==> src/rtl/quad_encoder_regs.sv <==
// Dual-channel quadrature encoder front end: synchronize, filter, decode, count,
// and expose positions, windowed speeds and error counts on a 32-bit read port.
`timescale 1ns/1ps

module quad_encoder_chan #(
  parameter int FILT_LEN = 4
) (
  input  logic        Clk,
  input  logic        Reset,
  input  logic        enc_a_i,
  input  logic        enc_b_i,
  input  logic        win_end_i,
  output logic [31:0] pos_o,
  output logic [31:0] speed_o,
  output logic [15:0] err_o,
  output logic        primed_o
);

  localparam int CW = (FILT_LEN > 1) ? $clog2(FILT_LEN) : 1;
  localparam logic [CW-1:0] CNT_LAST = CW'(FILT_LEN - 1);

  // Bit 1 carries phase A, bit 0 carries phase B.
  logic [1:0]    sync1_q;
  logic [1:0]    sync2_q;
  logic [1:0]    filt_q;
  logic [1:0]    filt_d;
  logic [CW-1:0] cnt_q [2];
  logic [CW-1:0] cnt_d [2];
  logic [1:0]    prev_q;
  logic [1:0]    prev_d;
  logic          primed_q;
  logic          primed_d;
  logic [31:0]   pos_q;
  logic [31:0]   pos_d;
  logic [31:0]   acc_q;
  logic [31:0]   acc_d;
  logic [31:0]   speed_q;
  logic [31:0]   speed_d;
  logic [15:0]   err_q;
  logic [15:0]   err_d;
  logic [31:0]   inc_s;
  logic          illegal_s;

  // Per-pin stability filter: a level is taken once it has been seen FILT_LEN times in a row.
  always_comb begin
    for (int i = 0; i < 2; i++) begin
      filt_d[i] = filt_q[i];
      cnt_d[i]  = '0;
      if (sync2_q[i] == filt_q[i]) begin
        cnt_d[i] = '0;
      end else if (cnt_q[i] == CNT_LAST) begin
        filt_d[i] = sync2_q[i];
        cnt_d[i]  = '0;
      end else begin
        cnt_d[i] = cnt_q[i] + CW'(1);
      end
    end
  end

  // Decoder; the first change after reset only primes the previous state.
  always_comb begin
    inc_s     = 32'd0;
    illegal_s = 1'b0;
    prev_d    = prev_q;
    primed_d  = primed_q;
    if (filt_q != prev_q) begin
      prev_d = filt_q;
      if (primed_q) begin
        case ({prev_q, filt_q})
          4'b00_10, 4'b10_11, 4'b11_01, 4'b01_00: inc_s = 32'd1;
          4'b00_01, 4'b01_11, 4'b11_10, 4'b10_00: inc_s = 32'hFFFF_FFFF;
          default:                                illegal_s = 1'b1;
        endcase
      end else begin
        primed_d = 1'b1;
      end
    end else begin
      prev_d = prev_q;
    end
  end

  // Position, window accumulator, speed snapshot and saturating error count.
  always_comb begin
    pos_d = pos_q + inc_s;
    if (win_end_i) begin
      speed_d = acc_q + inc_s;
      acc_d   = 32'd0;
    end else begin
      speed_d = speed_q;
      acc_d   = acc_q + inc_s;
    end
    if (illegal_s && (err_q != 16'hFFFF)) begin
      err_d = err_q + 16'd1;
    end else begin
      err_d = err_q;
    end
  end

  // State registers.
  always_ff @(posedge Clk) begin
    if (Reset) begin
      sync1_q  <= 2'b00;
      sync2_q  <= 2'b00;
      filt_q   <= 2'b00;
      cnt_q[0] <= '0;
      cnt_q[1] <= '0;
      prev_q   <= 2'b00;
      primed_q <= 1'b0;
      pos_q    <= 32'd0;
      acc_q    <= 32'd0;
      speed_q  <= 32'd0;
      err_q    <= 16'd0;
    end else begin
      sync1_q  <= {enc_a_i, enc_b_i};
      sync2_q  <= sync1_q;
      filt_q   <= filt_d;
      cnt_q[0] <= cnt_d[0];
      cnt_q[1] <= cnt_d[1];
      prev_q   <= prev_d;
      primed_q <= primed_d;
      pos_q    <= pos_d;
      acc_q    <= acc_d;
      speed_q  <= speed_d;
      err_q    <= err_d;
    end
  end

  assign pos_o    = pos_q;
  assign speed_o  = speed_q;
  assign err_o    = err_q;
  assign primed_o = primed_q;

endmodule

module quad_encoder_regs #(
  parameter int SAMPLE_DIV = 500000,
  parameter int FILT_LEN   = 4
) (
  input  logic        Clk,
  input  logic        Reset,
  input  logic        EncA_L,
  input  logic        EncB_L,
  input  logic        EncA_R,
  input  logic        EncB_R,
  input  logic [7:0]  DataAddr,
  output logic [31:0] DataToRPi,
  output logic        Tick
);

  localparam int DW = $clog2(SAMPLE_DIV);
  localparam logic [DW-1:0] DIV_LAST = DW'(SAMPLE_DIV - 1);
  localparam logic [31:0]   ID_WORD  = 32'hCA4B_0714;

  logic [DW-1:0] div_q;
  logic [DW-1:0] div_d;
  logic [31:0]   wincnt_q;
  logic [31:0]   wincnt_d;
  logic          tick_q;
  logic          tick_d;
  logic          win_end_s;
  logic [31:0]   pos_l_s;
  logic [31:0]   pos_r_s;
  logic [31:0]   speed_l_s;
  logic [31:0]   speed_r_s;
  logic [15:0]   err_l_s;
  logic [15:0]   err_r_s;
  logic          primed_l_s;
  logic          primed_r_s;

  quad_encoder_chan #(.FILT_LEN(FILT_LEN)) u_chan_l (
    .Clk       (Clk),
    .Reset     (Reset),
    .enc_a_i   (EncA_L),
    .enc_b_i   (EncB_L),
    .win_end_i (win_end_s),
    .pos_o     (pos_l_s),
    .speed_o   (speed_l_s),
    .err_o     (err_l_s),
    .primed_o  (primed_l_s)
  );

  quad_encoder_chan #(.FILT_LEN(FILT_LEN)) u_chan_r (
    .Clk       (Clk),
    .Reset     (Reset),
    .enc_a_i   (EncA_R),
    .enc_b_i   (EncB_R),
    .win_end_i (win_end_s),
    .pos_o     (pos_r_s),
    .speed_o   (speed_r_s),
    .err_o     (err_r_s),
    .primed_o  (primed_r_s)
  );

  // The window closes on the last count; Tick and speed snapshots land on the same edge.
  assign win_end_s = (div_q == DIV_LAST);

  // Window divider and window counter next state.
  always_comb begin
    tick_d = win_end_s;
    if (win_end_s) begin
      div_d    = '0;
      wincnt_d = wincnt_q + 32'd1;
    end else begin
      div_d    = div_q + DW'(1);
      wincnt_d = wincnt_q;
    end
  end

  // Window registers.
  always_ff @(posedge Clk) begin
    if (Reset) begin
      div_q    <= '0;
      wincnt_q <= 32'd0;
      tick_q   <= 1'b0;
    end else begin
      div_q    <= div_d;
      wincnt_q <= wincnt_d;
      tick_q   <= tick_d;
    end
  end

  assign Tick = tick_q;

  // Read mux over registered values.
  always_comb begin
    DataToRPi = 32'd0;
    case (DataAddr)
      8'h00:   DataToRPi = ID_WORD;
      8'h01:   DataToRPi = pos_l_s;
      8'h02:   DataToRPi = pos_r_s;
      8'h03:   DataToRPi = speed_l_s;
      8'h04:   DataToRPi = speed_r_s;
      8'h05:   DataToRPi = {err_l_s, err_r_s};
      8'h06:   DataToRPi = wincnt_q;
      8'h07:   DataToRPi = {29'd0, primed_r_s, primed_l_s, 1'b1};
      default: DataToRPi = 32'd0;
    endcase
  end

endmodule

==> config.mk <==
export PLATFORM = sky130hd
export DESIGN_NAME = quad_encoder_regs
export DESIGN_NICKNAME = d
export VERILOG_FILES = /design/src/rtl/quad_encoder_regs.sv
export SDC_FILE = /design/constraint.sdc
export NUM_CORES = 1
export LEC_CHECK = 0
export BUFFER_PORTS_ARGS = -buffer_cell sky130_fd_sc_hd__buf_2
export CAP_MARGIN = 30
export CORE_ASPECT_RATIO = 0.7
export CORE_MARGIN = 4
export CORE_UTILIZATION = 53
export DETAILED_ROUTE_END_ITERATION = 6
export GPL_TIMING_DRIVEN = 0
export PLACE_DENSITY = 0.73
export SLEW_MARGIN = 5
export SYNTH_ARGS = -nofsm -noshare
export SYNTH_HDL_FRONTEND = slang
export SYNTH_SLANG_ARGS = --single-unit
==> constraint.sdc <==
create_clock -name Clk -period 6.2 [get_ports Clk]
set_input_delay 0.31 -clock Clk [delete_from_list [all_inputs] [get_ports Clk]]
set_output_delay 0.31 -clock Clk [all_outputs]
set_load 0.01 [all_outputs]
## Word-level counts from Yosys, hierarchy flattened

Memories as Yosys holds them, arrays and structs flattened.
Index checks and enable logic that the tools add are counted.

| storage, ports and cells | value |
|---|---|
| register bits after elaboration | 294 |
| bits in writable memories | 8 |
| input port bits | 14 |
| output and inout bits | 33 |
| word-level logic and storage cells | 123 |
| memories | 2 |

| cells by class | value |
|---|---|
| add/sub/neg operators | 12 |
| eq/ne operators | 36 |
| muxes and demuxes | 28 |
| bitwise logic cells | 8 |
| reductions and logical operators | 14 |

Memories:

| name | depth | bits a word | read ports | clocked after Yosys merged registers in | wr ports | line | source |
|---|---|---|---|---|---|---|---|
| u_chan_l.cnt_q | 2 | 2 | 2 | 0 | 2 | 27 | `logic [CW-1:0] cnt_q [2];` |
| u_chan_r.cnt_q | 2 | 2 | 2 | 0 | 2 | 27 |  |

Operator list:

| kind | count |
|---|---|
| $pmux 32 s8 | 1 |
| $add 32x32->32 | 4 |
| $mux 32 | 4 |
| $pmux 32 s2 | 2 |
| $add 16x1->16 const B | 2 |
| $add 32x1->32 const B | 1 |
| $eq 4x4->1 const B | 8 |
| $eq 8x3->1 const B | 4 |
| $ne 16x16->1 const B | 2 |
| $mux 2 | 12 |
| $add 19x1->19 const B | 1 |
| $eq 19x19->1 const B | 1 |
| $eq 4x3->1 const B | 4 |
| $eq 8x2->1 const B | 2 |
| $reduce_or 4->1 | 4 |
| $reduce_or 8->1 | 2 |
| $mux 1 | 9 |
| $add 2x1->2 const B | 4 |
| $eq 2x2->1 const B | 4 |
| $eq 4x1->1 const B | 2 |
| $eq 4x2->1 const B | 2 |
| $eq 8x1->1 const B | 1 |
| $logic_not 8->1 | 1 |
| $reduce_and 2->1 | 4 |
| other kinds (6) | 17 |

## Logic depth before layout (Yosys ltp)

Gate-level depths: netlist of run 1.

| logic depth | value |
|---|---|
| depth in word-level cells | 6 |
| mapped depth | 15 |
| mapped depth without buffers | 15 |

## Modules after synthesis

Synthesis of run 1 repeated with hierarchy kept, for this count alone.

| unflattened totals | value |
|---|---|
| cells, all modules | 2210 |
| area, all modules | 18710.4 µm² |

By module, submodules not included:

| module | instances | cells each | area each (µm²) | sequential area each (µm²) |
|---|---|---|---|---|
| quad_encoder_chan at u_chan_l | 1 | 836 | 7337.0 | 2502.4 |
| quad_encoder_chan at u_chan_r | 1 | 830 | 7337.0 | 2502.4 |
| quad_encoder_regs | 1 | 544 | 4036.4 | 1041.0 |

## Worst setup path after synthesis of run 1

No wires, ideal clock.

| timing | value |
|---|---|
| kind | reg-to-reg |
| start point | register u_chan_l.filt_q[0] |
| end point | register u_chan_l.pos_q[30] (netlist: u_chan_l.pos_o[30]) |
| library setup time | 0.128 ns |
| arrival | 4.317 ns |
| data required time | 6.072 ns |
| setup slack | 1.755 ns |
| cell stages (with the launch flop) | 15 |
| path buffers | 0 |
| clock period less this slack | 4.445 ns |
| path through | dfxtp_1 xor2_1 nand3_1 inv_1 ha_1 a211o_1 a211oi_2 o311ai_1 a221o_1 a21o_1 a21o_1 a221o_1 a31oi_1 xnor2_1 nor2_1 |

| between the ends | value |
|---|---|
| cells in the longest elaborated chain, start to end | 6 |
| elaborated cells on any way between the ends | 15 |
| those cells by class | add/sub (1); eq/ne (9); mux (3); reduce/logical (2) |

Ends and longest elaborated chain:

| element | line | source |
|---|---|---|
| from (decl) | 25 | `logic [1:0] filt_q;` |
| from (signal assigned) | 116 | `filt_q <= filt_d;` |
| $eq 4x1->1 (tied with other cells) | 69 | `case ({prev_q, filt_q})` |
| $reduce_or 4->1 | - |  |
| $pmux 32 s2 | 69 |  |
| $mux 32 | 68 | `if (primed_q) begin` |
| $mux 32 * | 66 | `if (filt_q != prev_q) begin` |
| $add 32x32->32 * | 84 | `pos_d = pos_q + inc_s;` |
| to (signal assigned) | 121 | `pos_q <= pos_d;` |
| to (decl) | 33 | `logic [31:0] pos_q;` |

Every way passes the cells marked *; elsewhere a longest branch is shown, timed or not.
A chain may end at the register's enable or synchronous reset.

## Worst setup path in the final report of run 1

| timing | value |
|---|---|
| start point | register u_chan_r.filt_q[1] |
| end point | register u_chan_r.pos_q[27] (netlist: u_chan_r.pos_o[27]) |

| between the ends | value |
|---|---|
| cells in the longest elaborated chain, start to end | 6 |
| elaborated cells on any way between the ends | 15 |
| those cells by class | add/sub (1); eq/ne (9); mux (3); reduce/logical (2) |

Ends and longest elaborated chain:

| element | line |
|---|---|
| from (decl) | 25 |
| from (signal assigned) | 116 |
| $eq 4x1->1 (tied with other cells) | 69 |
| $reduce_or 4->1 | - |
| $pmux 32 s2 | 69 |
| $mux 32 | 68 |
| $mux 32 * | 66 |
| $add 32x32->32 * | 84 |
| to (signal assigned) | 121 |
| to (decl) | 33 |

Marks and branches as above.

==> summary.md, run 1 <==
| Metric | Value |
|---|---|
| Run status | `finished, final reports clean` |
| Setup Fix Bufs, Post-CTS | `0` |
| Initial antenna violation count | `3` |
| CTS Buf Count | `30` |
| Via Count | `16000` |
| Largest net degree at the start of global routing | `33` |
| MaxCap Viol Count | `0` |
| Die X | `224 um` |
| Largest fanout on the critical path | `32` |
| Hpwl dp | `40600 um` |
| Final Hold Fails | `0` |
| Setup WS post-layout | `933 ps` |
| Hold path depth | `3` |
| Crit path max-delay cell type | `a2111oi_0` |
| Worst Hold Class | `primary input to flop` |
| Drc violations | `0` |
| CP Buf/Inv Count | `2` |
| Vias per inst | `6.09` |
| CP Capture Type | `flop` |
| Arrival time at the worst endpoint | `5680 ps` |
| Synth area leader | `dfxtp_1` |
| Leak Pwr | `8.46 nW` |
| DRT Pass-1 Iters | `6` |
| Io pins | `47` |
| Port buffer count | `45` |
| Final Slew Violations | `0` |
| Finished Layout Cells | `2626` |
| Power Dens Cells | `209 mW/mm^2` |
| Critical R2R Launch | `u_chan_r.filt_q[1]` |
| Register area share after synthesis | `0.350` |
| Async SR Flop Fraction | `0` |
| Fillers | `2837` |
| FF-to-FF path depth | `15` |
| Syn avg cell area | `8.26 um^2` |
| WHS | `264 ps` |
| Number of flops mapped to enable cells by yosys | `0` |
| Crit-path cells | `xnor2_1 -> nand3_1 -> inv_2 -> buf_12 -> ha_1 -> a21o_1 -> a21o_1 -> a21o_1 -> o311a_1 -> a2111oi_0 -> o211ai_1 -> a31o_2 -> a31oi_1 -> xor2_1 -> nor2_1` |
| Placed inst area | `0.0181 mm^2` |
| Total power | `4.01 mW` |
| Post-route cell area | `0.0192 mm^2` |
| Startpoint types | `flop` |
| Crit-path max cell delay | `710 ps` |
| Gr usage total | `0.285` |
| DRT iter0 DRCs | `1858` |
| Initial Utilization | `0.537` |
| DRT antenna net count | `0` |
| Hold worst-path end | `u_chan_l.speed_o[25]` |
| Final setup violation count | `0` |
| GRT Residual Overflow | `0` |
| RSZ-0062 raised after global routing | `false` |
| WP data required | `6620 ps` |
| Full die area | `0.0356 mm^2` |
| H-tree levels | `1` |
| Nets@finish | `2325` |
| Skew final | `11.2 ps` |
| Cell Count Post-Placement | `2566` |
| Hold Startpoint | `Reset` |
| CTS clk-pin slew, worst paths | `70 ps` |
| Final core utilization | `0.596` |
| Chip Height | `159 um` |
| Slew @ Worst Pin | `980 ps` |
| Largest cells by area after synthesis | `dfxtp_1 (35%), ha_1 (9.6%), xor2_1 (5.5%), a21oi_1 (5.0%), nor2_1 (5.0%)` |
| Setup TNS Final | `0 ps` |
| First-pass GRT wire length | `81900 um` |
| Mapped Cells | `2092` |
| Synth unique cells | `66` |
| Most frequent cells in the layout | `dfxtp_1 (302), nor2_1 (232), nand2_1 (209)` |
| Ys Warns | `0` |
| Synthesis-stage register bit count | `302` |
| Synthesis-to-finish area growth | `11.1%` |
| Most common cell after layout, fill and taps aside | `dfxtp_1` |
| Relative slew slack | `0.344` |
| Cell repeated most along the worst path | `a21o_1` |
| RR Endpoint | `u_chan_r.pos_o[27]` |
| Peak supply drop | `0.200 mV` |
| DRT Wirelength | `52700 um` |
| GPL Wtd Cong | `0.983` |
| Reg2Reg Setup Slack | `930 ps` |
| Ys flop type | `dfxtp_1` |
| Crit Path Class | `flop to flop` |
| Fin crit share | `0.850` |
| Routed len/inst | `20.1 um` |
| Synthesized Nets | `2242` |
| Vias in the first global route | `14600` |
| Share of cells above drive strength 1 | `0.0505` |
| Setup WS pre-CTS | `1120 ps` |
| Fmax | `190 MHz` |
| CORE AREA | `0.0322 mm^2` |
| Sink Count | `302` |
| Synth top area share | `0.350` |
| CTS Root Cell | `clkbuf_16` |
| Clock Path Buffers | `3` |
| Rows | `55` |
| Minimum clock period | `5270 ps` |
| CTS tree | `built` |
| Clock Latency Late Sink | `570 ps` |
| Cell family with the largest share of critical-path delay | `compound AO/OA/AOI/OAI gates` |
| Syn Std Cell Area | `0.0173 mm^2` |
-- worst reg2reg max path, delay by kind of cell (launching register included) --
family          cells  cell delay (ps)
compound gates      8             2780
xor+xnor            2              310
fa+ha+maj           1              270
buf+inv             2              950
flops               1              440
simple gates        2              380
-- power breakdown --
part,leakage [nW],total [mW],internal [mW],switching (mW)
combinational,5.51,0.0771,0.0171,0.0601
sequential,2.43,1.95,1.94,0.00262
clock,0.520,1.98,1.18,0.802
-- layout make-up --
| type | count | area (um^2) | area share |
|---|---|---|---|
| Antenna cell | 2 | 5.00 | 0.000261 |
| Buffer | 100 | 375 | 0.0196 |
| Clock buffer | 42 | 867 | 0.0452 |
| Clock inverter | 12 | 191 | 0.00997 |
| Inverter | 49 | 184 | 0.00958 |
| Multi-Input combinational cell | 1641 | 10700 | 0.557 |
| Sequential cell | 302 | 6050 | 0.315 |
| Tap cell | 427 | 534 | 0.0278 |
| Timing Repair Buffer | 51 | 305 | 0.0159 |
-- how the worst max path moves through the flow --
stage / startpoint / end / slack, ps / depth (start not counted)
detailed placement: u_chan_r.filt_q[1] / u_chan_r.pos_o[27] / 1120 / 15
finish: u_chan_r.filt_q[1] / u_chan_r.pos_o[27] / 930 / 15
global route: u_chan_r.filt_q[1] / u_chan_r.pos_o[27] / 820 / 15
CTS: u_chan_r.filt_q[1] / u_chan_r.pos_o[27] / 1110 / 15
global placement: u_chan_r.filt_q[0] / u_chan_r.pos_o[27] / 20 / 14
floorplan: u_chan_l.filt_q[0] / u_chan_l.pos_o[30] / 1760 / 14
-- synthesized netlist by cell type, types with 6 or more instances --
| master | count |
|---|---|
| a211oi_1 | 11 |
| a21o_1 | 80 |
| a21oi_1 | 174 |
| a221o_1 | 7 |
| a221oi_1 | 6 |
| a222oi_1 | 9 |
| a22oi_1 | 63 |
| a31oi_1 | 24 |
| and2_1 | 62 |
| and3_1 | 29 |
| and4_1 | 12 |
| buf_1 | 6 |
| clkbuf_1 | 94 |
| dfxtp_1 | 302 |
| ha_1 | 132 |
| inv_1 | 49 |
| mux2i_1 | 11 |
| nand2_1 | 209 |
| nand2b_1 | 14 |
| nand3_1 | 82 |
| nand4_1 | 34 |
| nor2_1 | 232 |
| nor2b_1 | 25 |
| nor3_1 | 25 |
| nor4_1 | 8 |
| o21a_1 | 13 |
| o21ai_0 | 66 |
| o21bai_1 | 19 |
| o31ai_1 | 9 |
| or3_1 | 10 |
| xnor2_1 | 96 |
| xor2_1 | 108 |
-- cell families (layout without fill, tap and decap cells) --
| logic type | Yosys count | count (layout) | share of synthesized area |
|---|---|---|---|
| mux | 12 | 12 | 0.00702 |
| xor+xnor | 204 | 204 | 0.103 |
| other cells | 0 | 2 | 0 |
| buf+inv | 149 | 254 | 0.0324 |
| simple gates | 758 | 758 | 0.206 |
| fa+ha+maj | 136 | 136 | 0.100 |
| compound gates | 531 | 531 | 0.201 |
| flops | 302 | 302 | 0.350 |
-- sequential cells by signal (all words and copies together) (netlist names) --
signal,count
Tick,1
div_q,19
u_chan_l.acc_q,32
u_chan_l.cnt_q,4
u_chan_l.err_o,16
u_chan_l.filt_q,2
u_chan_l.pos_o,32
u_chan_l.prev_q,2
u_chan_l.primed_o,1
u_chan_l.speed_o,32
u_chan_l.sync1_q,2
u_chan_l.sync2_q,2
u_chan_r.acc_q,32
u_chan_r.cnt_q,4
u_chan_r.err_o,16
u_chan_r.filt_q,2
u_chan_r.pos_o,32
u_chan_r.prev_q,2
u_chan_r.primed_o,1
u_chan_r.speed_o,32
u_chan_r.sync1_q,2
u_chan_r.sync2_q,2
wincnt_q,32
-- routing by layer --
metal	vias up	track usage	wire length, um
met1	7602	0.436	24900
li1	7612	-	-
met4	4	0.0655	1330
met5	-	0	20
met3	100	0.0682	5340
met2	684	0.405	21000
-- what timing repair did --
| action | CTS | global route |
|---|---|---|
| hold buffers | 4 | 0 |
| endpoints found under the hold margin | 4 | 0 |
| gates resized for setup | 0 | 0 |
No activity file was read; power rests on OpenSTA's default activity.
==> inputs of run 2 (changes only) <==
--- a/config.mk
+++ b/config.mk
@@ -5,6 +5,7 @@
 export SDC_FILE = /design/constraint.sdc
 export NUM_CORES = 1
 export LEC_CHECK = 0
+export ABC_AREA = 1
 export BUFFER_PORTS_ARGS = -buffer_cell sky130_fd_sc_hd__buf_2
 export CAP_MARGIN = 30
 export CORE_ASPECT_RATIO = 0.7
@@ -12,7 +13,7 @@
 export CORE_UTILIZATION = 53
 export DETAILED_ROUTE_END_ITERATION = 6
 export GPL_TIMING_DRIVEN = 0
-export PLACE_DENSITY = 0.73
+export PLACE_DENSITY = 0.76
 export SLEW_MARGIN = 5
 export SYNTH_ARGS = -nofsm -noshare
 export SYNTH_HDL_FRONTEND = slang
==> constraint.sdc (replaced) <==
create_clock -name Clk -period 4.5 [get_ports Clk]
set_input_delay 0.225 -clock Clk [delete_from_list [all_inputs] [get_ports Clk]]
set_output_delay 0.225 -clock Clk [all_outputs]
set_load 0.01 [all_outputs]
==> run 2 against run 1 <==
Non-clock buffer count fell by 36. Sequential share of layout area fell by 5.7 points. Clock skew rose by 0.60 ps. Combinational power rose by 49%. Die area rose by 22%. Largest power group unchanged. Critical path type unchanged. Critical path depth rose by 2. Total power rose by 43%. Flip-flop and latch count did not move. Area after synthesis rose by 23%. The run now ends with DRC left.
==> summary.md, run 2 <==
| Metric | Value |
|---|---|
| Synthesis-stage register bit count | `302 (unchanged)` |
| Startpoint types | `flop` |
| Io pins | `47 (unchanged)` |
| Synthesized Nets | `3669 (+64%)` |
| Slew @ Worst Pin | `990 ps (+9.11 ps)` |
| Cell Count Post-Placement | `4103 (+60%)` |
| Skew final | `11.8 ps (+0.598 ps)` |
| Drc violations | `4 (+4)` |
| Switch Pwr | `1.31 mW (+52%)` |
| Most frequent cells in the layout | `nand2_1 (1210), inv_1 (537), nor2_1 (413)` |
| FF-to-FF path depth | `17 (+2)` |
| Clock power frac | `0.513 (+0.018)` |
| Synth top area share | `0.285 (-0.0648)` |
| Vias in the first global route | `19800 (+36%)` |
| Relative slew slack | `0.335 (-0.00915)` |
| Sink Count | `302 (unchanged)` |
| RSZ-0062 raised after global routing | `false` |
| CP Capture Type | `flop` |
| Initial Utilization | `0.535 (-0.00107)` |
| Leak Pwr | `11.6 nW (+37%)` |
| Failing checks | `DRC` |
| Comb pwr share | `0.020 (about the same)` |
| DRT Wirelength | `71400 um (+36%)` |
| Number of flops mapped to enable cells by yosys | `0 (unchanged)` |
| Full die area | `0.0433 mm^2 (+22%)` |
| DRT Pass-1 Iters | `7 (+1)` |
| Syn Std Cell Area | `0.0212 mm^2 (+23%)` |
| Hpwl dp | `57000 um (+40%)` |
| Worst Hold Class | `primary input to flop` |
| Cell with the most instances after synthesis | `nand2_1` |
| Run status | `finished, violations left` |
| Clock Latency Late Sink | `540 ps (-30 ps)` |
| Crit Path Class | `flop to flop` |
| H-tree levels | `2 (+1)` |
| CORE AREA | `0.0396 mm^2 (+23%)` |
| Power Dens Cells | `246 mW/mm^2 (+18%)` |
| Peak supply drop | `0.249 mV (+25%)` |
| Clock Path Buffers | `3 (unchanged)` |
| Synthesis-to-finish area growth | `10.3%` |
| Fillers | `3955 (+39%)` |
| Synth unique cells | `46 (-30%)` |
| Fmax | `289 MHz (+52%)` |
| Fin crit share | `0.770 (-0.0798)` |
| Die X | `247 um (+10%)` |
| Rows | `61 (+11%)` |
| Syn avg cell area | `6.03 um^2 (-27%)` |
| Register area share after synthesis | `0.285 (-0.0648)` |
| Largest fanout on the critical path | `7 (-78%)` |
| DRT antenna net count | `0 (unchanged)` |
| Commonest cells in the netlist | `nand2_1 (1210), inv_1 (538), nor2_1 (414)` |
| Setup WS post-layout | `1040 ps (+104 ps)` |
| Finished Layout Cells | `4169 (+59%)` |
| CTS tree | `built` |
| Vias per inst | `5.45 (-10%)` |
| CTS Buf Count | `34 (+13%)` |
| DRT iter0 DRCs | `2742 (+48%)` |
| MaxCap Viol Count | `0 (unchanged)` |
| Hold path depth | `2 (-1)` |
| GPL Wtd Cong | `1.07 (+8.5%)` |
| CTS clk-pin slew, worst paths | `60 ps (about the same)` |
| Final Slew Violations | `0 (unchanged)` |
| Area of the multi-input gates | `0.0128 mm^2 (+20%)` |
| Nets@finish | `3758 (+62%)` |
| Largest cells by area after synthesis | `dfxtp_1 (29%), nand2_1 (21%), inv_1 (9.5%), ha_1 (7.8%), nor2_1 (7.3%)` |
| Flop pwr share | `0.467 (-0.019)` |
| Net Sw Frac | `0.228 (+0.0124)` |
| Chip Height | `175 um (+10%)` |
| WP data required | `4930 ps (-1690 ps)` |
| Ys Warns | `0 (unchanged)` |
| Largest net degree at the start of global routing | `41 (+24%)` |
| Final setup violation count | `0 (unchanged)` |
| Via Count | `22700 (+42%)` |
| Power Internal | `4.44 mW (+41%)` |
| Synth area leader | `dfxtp_1` |
| Gr usage total | `0.323 (+0.0382)` |
| First-pass GRT wire length | `110000 um (+34%)` |
| Routed len/inst | `17.1 um (-15%)` |
| Final Hold Fails | `0 (unchanged)` |
| Storage element area | `0.00605 mm^2 (unchanged)` |
| CTS resizes | `0 (unchanged)` |
| Mapped Cells | `3519 (+68%)` |
| Ys flop type | `dfxtp_1` |
| Most common cell after layout, fill and taps aside | `nand2_1` |
| Setup WS pre-CTS | `1120 ps (-5.70 ps)` |
| GRT Residual Overflow | `0 (unchanged)` |
| Arrival time at the worst endpoint | `3890 ps (-1790 ps)` |
| Initial antenna violation count | `2 (-1)` |
| Reg2Reg Setup Slack | `1040 ps (+100 ps)` |
| Async SR Flop Fraction | `0 (unchanged)` |
| Port buffer count | `46 (+2.2%)` |
| Share of cells above drive strength 1 | `0.0482 (-0.00234)` |
| Minimum clock period | `3460 ps (-1800 ps)` |
| CTS Root Cell | `clkbuf_16` |
==> run 2: cell count changes after synthesis, sizes merged, moves of 53 or more <==
cell	delta
a22oi	-58
and2	-53
nor2	+185
nand2	+1005
nand3	+113
clkbuf	-69
xnor2	-70
xor2	-62
inv	+496
a21o	-74
==> run 2: layer usage <==
layer	wire, um	vias up	GRT usage
met2	26700	1228	0.442
met3	9760	143	0.101
li1	-	11300	-
met4	2210	0	0.0853
met5	0	-	0
met1	32700	10100	0.486
==> run 2: path summary, 6_finish.rpt <==
kind / start / endpoint
setup / recovery: u_chan_r.filt_q[0] / u_chan_r.pos_o[30]
hold / removal: Reset / Tick
setup reg to reg: u_chan_r.filt_q[0] / u_chan_r.pos_o[30]
hold reg to reg: u_chan_l.sync1_q[1] / u_chan_l.sync2_q[1]
==> run 2: cell families (layout without fill, tap and decap cells) <==
| group | Yosys count | after routing | share of synthesized area |
|---|---|---|---|
| AND/OR/NAND/NOR | 1978 | 1978 | 0.381 |
| buffers and inverters | 608 | 721 | 0.112 |
| AO/OA/AOI/OAI | 423 | 423 | 0.111 |
| flip-flops | 302 | 302 | 0.285 |
| adder cells (fa/ha/maj) | 136 | 136 | 0.0816 |
| XOR/XNOR | 72 | 72 | 0.0297 |
| other | 0 | 2 | 0 |
==> run 2: cell type report <==
class,instances,area share
Antenna cell,2,0.000214
Sequential cell,302,0.258
Multi-Input combinational cell,2609,0.547
Clock inverter,13,0.00578
Tap cell,535,0.0286
Inverter,546,0.0876
Buffer,62,0.0137
Clock buffer,47,0.0442
Timing Repair Buffer,53,0.0141
==> run 2: power by group through the flow <==
| stage | combinational [mW] | clock (mW) | sequential (mW) |
|---|---|---|---|
| global placement | 0.107 | 0 | 2.74 |
| floorplan | 0.0601 | 0 | 2.74 |
| CTS | 0.112 | 2.96 | 2.68 |
| global route | 0.123 | 3.08 | 2.68 |
| detailed placement | 0.108 | 0 | 2.74 |
| finish | 0.115 | 2.95 | 2.68 |
==> run 2: worst max-delay path, stage by stage (launching register included) <==
cell and delay [ps]:
dfxtp_1 440, inv_1 130, nand2_1 80, nand2_1 60, xnor2_1 300, inv_1 80, nor2_1 320, ha_1 360
fa_1 340, nand3_1 100, nand3_1 210, nand2_1 80, nand2_1 190, nand2_1 80, nand3_1 210, nand2_1 170
a21oi_1 160, nor2_1 60
==> run 2: repair_timing <==
item / in CTS / in global routing
buffers inserted: 0 / 0
hold buffers: 4 / 0
endpoints found under the hold margin: 4 / 0
==> run 2: through the flow <==
stage                     area (um^2)  hold WS [ps]  TNS, ps  power, mW  utilization
after global placement          22100           392   -45370       2.85        0.558
final                           23400           128        0       5.75        0.591
after detailed placement        22200           394        0       2.85        0.560
after CTS                       23400           119        0       5.76        0.591
after floorplan                 21200           332        0       2.80            -
after global routing            23400           119        0       5.88        0.591
